### src/rtl/button_dir_debounce_if.sv
// Tick/button/direction bundle between the stimulus side (master) and the
// debounce + direction arbiter (slave).
interface button_dir_debounce_if;
  logic       tick;
  logic [3:0] btn_raw;
  logic [3:0] press;
  logic [1:0] dir_out;
  logic       dir_valid;
  logic       dir_ack;

  modport master (
    output tick, btn_raw, dir_ack,
    input  press, dir_out, dir_valid
  );

  modport slave (
    input  tick, btn_raw, dir_ack,
    output press, dir_out, dir_valid
  );
endinterface

### src/rtl/button_dir_debounce.sv
// Synchronises and tick-debounces four direction buttons, pulses a press per
// button, and arbitrates presses into a snake direction with valid/ack.
module button_dir_debounce #(
  parameter int unsigned DB_TICKS = 20,
  parameter int unsigned CNT_W    = 5
) (
  input  logic                 clk,
  input  logic                 rst,
  button_dir_debounce_if.slave bus
);

  localparam logic [CNT_W-1:0] LP_LAST = CNT_W'(DB_TICKS - 1);

  typedef enum logic {
    ST_IDLE,
    ST_PEND
  } state_t;

  logic [3:0]       r_sync1;
  logic [3:0]       r_sync2;
  logic [3:0]       r_stable;
  logic [3:0]       r_stable_q;
  logic [3:0]       r_press;
  logic [CNT_W-1:0] r_cnt [4];
  logic [1:0]       r_dir_out;
  state_t           r_state;

  logic [3:0]       w_btn_s;
  logic [3:0]       w_ok;
  logic             w_accept;
  logic [1:0]       w_cand;
  state_t           w_state_nxt;
  logic             w_dir_valid;

  assign w_btn_s = r_sync2;

  always_ff @(posedge clk) begin
    if (rst) begin
      r_sync1 <= '0;
      r_sync2 <= '0;
    end else begin
      r_sync1 <= bus.btn_raw;
      r_sync2 <= r_sync1;
    end
  end

  // Any tick on which the synchronised level agrees with stable restarts the run.
  always_ff @(posedge clk) begin
    if (rst) begin
      r_stable <= '0;
      for (int unsigned i = 0; i < 4; i++) begin
        r_cnt[i] <= '0;
      end
    end else if (bus.tick) begin
      for (int unsigned i = 0; i < 4; i++) begin
        if (w_btn_s[i] == r_stable[i]) begin
          r_cnt[i] <= '0;
        end else if (r_cnt[i] == LP_LAST) begin
          r_stable[i] <= w_btn_s[i];
          r_cnt[i]    <= '0;
        end else begin
          r_cnt[i] <= r_cnt[i] + 1'b1;
        end
      end
    end
  end

  always_ff @(posedge clk) begin
    if (rst) begin
      r_stable_q <= '0;
      r_press    <= '0;
    end else begin
      r_stable_q <= r_stable;
      r_press    <= r_stable & ~r_stable_q;
    end
  end

  // Only the two directions perpendicular to the current one are eligible.
  always_comb begin
    w_ok = '0;
    for (int unsigned d = 0; d < 4; d++) begin
      w_ok[d] = r_press[d] && (2'(d) != r_dir_out) && (2'(d) != (r_dir_out ^ 2'b10));
    end
  end

  always_comb begin
    w_accept = |w_ok;
    w_cand   = 2'd3;
    if (w_ok[0]) begin
      w_cand = 2'd0;
    end else if (w_ok[1]) begin
      w_cand = 2'd1;
    end else if (w_ok[2]) begin
      w_cand = 2'd2;
    end
  end

  always_ff @(posedge clk) begin
    if (rst) begin
      r_dir_out <= 2'd1;
    end else if (w_accept) begin
      r_dir_out <= w_cand;
    end
  end

  always_ff @(posedge clk) begin
    if (rst) begin
      r_state <= ST_IDLE;
    end else begin
      r_state <= w_state_nxt;
    end
  end

  // A fresh accept always wins over an ack in the same cycle.
  always_comb begin
    w_state_nxt = r_state;
    case (r_state)
      ST_IDLE: if (w_accept) w_state_nxt = ST_PEND;
      ST_PEND: if (!w_accept && bus.dir_ack) w_state_nxt = ST_IDLE;
      default: w_state_nxt = ST_IDLE;
    endcase
  end

  always_comb begin
    w_dir_valid = (r_state == ST_PEND);
  end

  assign bus.press     = r_press;
  assign bus.dir_out   = r_dir_out;
  assign bus.dir_valid = w_dir_valid;

endmodule
### src/flat_wrapper.sv
// flat-port wrapper written by rule: the top's interface ports become plain ports
module button_dir_debounce_flat 
#(
  parameter int unsigned DB_TICKS = 20,
  parameter int unsigned CNT_W    = 5
)
  (clk, rst, bus_tick, bus_btn_raw, bus_dir_ack, bus_press, bus_dir_out, bus_dir_valid);
  button_dir_debounce_if bus_i ();
  input  logic clk;
  input  logic rst;
  input wire logic [$bits(bus_i.tick)-1:0] bus_tick;
  input wire logic [$bits(bus_i.btn_raw)-1:0] bus_btn_raw;
  input wire logic [$bits(bus_i.dir_ack)-1:0] bus_dir_ack;
  output wire logic [$bits(bus_i.press)-1:0] bus_press;
  output wire logic [$bits(bus_i.dir_out)-1:0] bus_dir_out;
  output wire logic [$bits(bus_i.dir_valid)-1:0] bus_dir_valid;
  assign bus_i.tick = bus_tick;
  assign bus_i.btn_raw = bus_btn_raw;
  assign bus_i.dir_ack = bus_dir_ack;
  assign bus_press = bus_i.press;
  assign bus_dir_out = bus_i.dir_out;
  assign bus_dir_valid = bus_i.dir_valid;
  button_dir_debounce #(.DB_TICKS(DB_TICKS), .CNT_W(CNT_W)) u_core (.clk(clk), .rst(rst), .bus(bus_i));
endmodule
### config.mk
export PLATFORM = sky130hd
export DESIGN_NAME = button_dir_debounce_flat
export DESIGN_NICKNAME = d
export VERILOG_FILES = /design/src/rtl/button_dir_debounce_if.sv /design/src/rtl/button_dir_debounce.sv /design/src/flat_wrapper.sv
export SDC_FILE = /design/constraint.sdc
export NUM_CORES = 1
export LEC_CHECK = 0
export ABC_AREA = 1
export BUFFER_PORTS_ARGS = -buffer_cell sky130_fd_sc_hd__clkbuf_2
export CORE_MARGIN = 5
export CORE_UTILIZATION = 50
export CTS_CLUSTER_DIAMETER = 40
export DETAILED_ROUTE_END_ITERATION = 16
export HOLD_SLACK_MARGIN = 0.1
export PLACE_DENSITY = 0.68
export SLEW_MARGIN = 20
export SYNTH_ARGS = -nofsm -noshare
export SYNTH_HDL_FRONTEND = slang
export SYNTH_SLANG_ARGS = --single-unit
### constraint.sdc
create_clock -name clk -period 1.6 [get_ports clk]
set_clock_uncertainty 0.2 [all_clocks]
set_input_delay 0.24 -clock clk [delete_from_list [all_inputs] [get_ports clk]]
set_output_delay 0.24 -clock clk [all_outputs]
set_load 0.02 [all_outputs]
Word level (Yosys, flattened, before mapping) --
Memories as Yosys holds them, arrays and structs flattened. Index checks and enable logic that the tools add are counted.
Word-level totals: input bits 8, memory bits (writable) 20, word-level logic and storage cells 142, bits in registers 23, output and inout bits 7, memories kept 1
Memories:
- u_core.r_cnt | words 4, bits a word 5, read ports 4, clocked after memory_dff 0, wr ports 4, line button_dir_debounce.sv:24 | logic [CNT_W-1:0] r_cnt [4];
Cells by class: reductions and logical operators 17, equality and inequality tests 14, $add $sub $neg 4, muxes and demuxes 76, bitwise operators 20
Operator list (number):
- 1-bit two-way mux | 61
- 5-bit two-way mux | 12
- 5-bit by 1-bit adder with 5-bit output (second input constant) | 4
- 5-bit == test (second input constant) | 4
- 1-bit bitwise OR | 12
- 3-bit AND reduction | 4
- 1-bit logical AND | 9
- 2-bit inequality test (first input constant) | 4
- 1-bit NOT | 6
- 4-bit AND | 1
- 1-bit == test | 4
- 2-bit two-way mux | 2
- 1-bit by 2-bit inequality test with 1-bit output (first input constant) | 2
- 4-bit NOT | 1
- 2-bit nonzero test | 2
- 4-bit OR reduction | 1
- 1-bit case mux with 2 select lines | 1
- 1-bit logical NOT | 1

Longest topological paths before layout --
An unclocked memory read counts as a cell.
depth in word-level cells 9, gate-level depth with buffers 6, gate-level depth less buffers 6

Least setup slack after synthesis --
Ideal clock, no wire load.
path kind input-to-reg, start point input rst, end point memory u_core.r_cnt[0][0] (enable), cell stages on the path 3, arrival 0.850 ns, buffers on the path 1, data required time 1.023 ns, library setup time 0.377 ns, setup slack 0.174 ns, cell sequence buf_6 > inv_1 > nand2_1
RTL lines:
- from (decl) | line flat_wrapper.sv:10 | input logic rst;
- to (decl) | line button_dir_debounce.sv:24

Worst setup path after layout --
start point input bus_btn_raw[3], end point register u_core.r_sync1[3]
RTL lines:
- from (decl) | line flat_wrapper.sv:12 | input wire logic [$bits(bus_i.btn_raw)-1:0] bus_btn_raw;
- to (signal assigned) | line button_dir_debounce.sv:42 | r_sync1 <= bus.btn_raw;
- to (decl) | line button_dir_debounce.sv:19 | logic [3:0] r_sync1;
No word-level cell between the ends.

==> flow_metrics.tcl <==
set metrics [dict create \
    synth_area_leaders "edfxtp_1, dfxtp_1, nor2_1" \
    setup_viol 0 \
    syn_to_final_growth_pct 17.43 \
    cts_htree_levels 2 \
    post_cts_buffers 0 \
    worst_pin_slew_ns 0.2448 \
    root_buffer "clkbuf_8" \
    grt_pass1_wl_um 5278 \
    path_class "in2reg" \
    gp_congestion 0.7676 \
    antenna_cells 0 \
    ys_seq_area_share_pct 57.30 \
    path_clk_slew_ns 0.08 \
    slew_headroom_pct 83.68 \
    mostFrequentLayoutCells "nor2_1, inv_1, dfxtp_1" \
    crit_path_max_incr_delay_ns 0.55 \
    num_vias 1288 \
    drt-vias-per-instance 4.667 \
    synth_warnings 0 \
    reg2reg_depth 4 \
    track_usage_pct 13.46 \
    boundaryPins 15 \
    critPathCapture "u_core.r_sync1[3]" \
    powerDensity_nw_per_um2 957.0 \
    synth_cell_type_count 22 \
    r2r-end "u_core.r_cnt[0][0]" \
    wl_per_cell_um 10.84 \
    crit_path_frequent_cell "dlygate4sd3_1" \
    clock.fmax_mhz 660.6 \
    leakage_nw 0.9366 \
    cp-end-kind "register" \
    cts_tree "built" \
    setup_tns_ns 0 \
    netlist.area_leader.share_pct 32.43 \
    hold_viol 0 \
    hpwl_um 2089 \
    cp_max_fo 1 \
    wirelength_um 2993 \
    timing.final.crit_share_pct 94.61 \
    grt_pass1_vias 1261 \
    required_ns 1.58 \
    fin_crit_ns 1.514 \
    min_from "rst" \
    rsz0062_at_grt "no" \
    design_area_sq_um 2175 \
    dieHeight_um 70.86 \
    dr.pass1.iters 4 \
    drt_iter0_markers 68 \
    r2r-start "u_core.r_cnt[0][0]" \
    synth_top_cell_by_area "edfxtp_1" \
    synth_fp_nets 210 \
    reg2reg_slack_ns 0.14 \
    syn_area_sq_um 1852 \
    drv_slew 0 \
    final-seq-area_sq_um 1061 \
    clockBufferDepth 2 \
    synth.avg_cell_area_sq_um 9.352 \
    core_area_sq_um 3633 \
    placed_area_sq_um 1993 \
    grt_max_degree 21 \
    drc_errors 0 \
    layout_commonest_cell "nor2_1" \
    grt_antenna_before_repair 0 \
    ys_ff_latch 43 \
    fillCellCount 323 \
    crit_chain "dlygate4sd3_1, clkbuf_2, inv_1, nor2_1, dlygate4sd3_1" \
    portBuffers 14 \
    rows 22 \
    hp-class "in2reg" \
    slowest_stage "dlygate4sd3_1" \
    finalPower_mw 2.081 \
    initial_core_util_pct 50.96 \
    die_x_um 70.86 \
    maxCapViolations 0 \
    final_net_count 239 \
    multi_input_area_sq_um 646.9 \
    startpoint "bus_btn_raw[3]" \
    grt-ovfl-total 0 \
    outcome "complete, no violations" \
    syn_inst 198 \
    critPathArrivalTime_ns 1.49 \
    clk_latency_ns 0.29 \
    clock-sinks 43 \
    ir_worst_vdd_v 0.0005293 \
    worst_setup_path_start_kind "input pin" \
    ant_nets 0 \
    dieArea_sq_um 5020 \
    fin_util_pct 59.85 \
    cts_inserted_buffers 5 \
    fin_hold_ws_ns 0.1030 \
    layout-drive-gt1-share_pct 13.60 \
]
[report_power, final]
| part | switching [mW] | leakage, nW | total, mW | internal (mW) |
|---|---|---|---|---|
| logic | 0.0648 | 0.476 | 0.120 | 0.0553 |
| registers | 0.0261 | 0.410 | 1.21 | 1.18 |
| clock network | 0.348 | 0.0506 | 0.752 | 0.404 |
[metal layers]
metal / wire length, um / global-route usage, % / part of all wire, %
met5: 0 / 0 / 0
met3: 87 / 4.688 / 2.9
met2: 1476 / 22.35 / 49
met1: 1387 / 16.18 / 46
met4: 42 / 4.802 / 1.4
[how the worst min path moves through the flow]
stage                                to  slack, ns  depth (start not counted)
floorplan             u_core.r_sync1[0]       0.15                          2
global route          u_core.r_sync1[0]       0.11                          2
detailed placement  u_core.bus.press[3]       0.18                          1
CTS                   u_core.r_sync1[0]       0.10                          2
finish                u_core.r_sync1[1]       0.10                          2
global placement    u_core.bus.press[0]       0.17                          1
[state kept, by name, summed over array words and instances, names as in the netlist]
| name | cells |
|---|---|
| u_core.bus.dir_out | 2 |
| u_core.r_stable_q | 4 |
| u_core.r_sync2 | 4 |
| u_core.r_cnt | 20 |
| u_core.r_stable | 4 |
| u_core.bus.press | 4 |
| u_core.r_sync1 | 4 |
| u_core.bus.dir_valid | 1 |
[layout make-up]
type                            instances  share of cell area, %
Clock buffer                            8                  4.661
Inverter                               34                  5.869
Multi-Input combinational cell        119                  29.75
Sequential cell                        43                  48.79
Tap cell                               48                  2.762
Timing Repair Buffer                   24                  8.170
[cell usage after synthesis]
| cell type | n |
|---|---|
| a21oi_1 | 5 |
| buf_6 | 1 |
| xor2_1 | 11 |
| dfxtp_1 | 23 |
| nand3_2 | 4 |
| buf_2 | 1 |
| o21ai_1 | 1 |
| or2_0 | 4 |
| ha_1 | 4 |
| nand3_1 | 9 |
| inv_1 | 32 |
| nor3_1 | 1 |
| nor2_8 | 1 |
| nor2_2 | 1 |
| nand2_1 | 22 |
| nand2_2 | 1 |
| o21ai_0 | 1 |
| xnor2_1 | 4 |
| nor2_1 | 45 |
| nand4_1 | 5 |
| edfxtp_1 | 20 |
| inv_2 | 2 |
[critical path: cells and delay by family]
family	cells	cell delay, ns
buffers and inverters	4	1.22
AND/OR/NAND/NOR	1	0.03
[logic make-up (layout without fill, tap and decap cells)]
logic type / after synthesis / count (layout) / synth area share, %
and+or+nand+nor: 93 / 93 / 23.24
DFF: 43 / 43 / 57.30
buffers and inverters: 36 / 66 / 7.770
xor gates and xnor gates: 15 / 15 / 7.094
AOI/OAI and AO/OA: 7 / 7 / 1.891
adders and majority gates: 4 / 4 / 2.703
[timing repair]
action                                 4_1_cts  5_1_grt
resized for setup                            0        0
hold buffers                                 8        0
endpoints found under the hold margin        6        0
[stage by stage]
stage / setup slack (ns) / instances
2_1_floorplan: 0.1735 / 198
3_3_place_gp: 0.1799 / 260
3_5_place_dp: 0.1494 / 260
4_1_cts: 0.09720 / 276
5_1_grt: 0.01627 / 276
6_report: 0.08627 / 276
(Power assumes the default switching activity.)
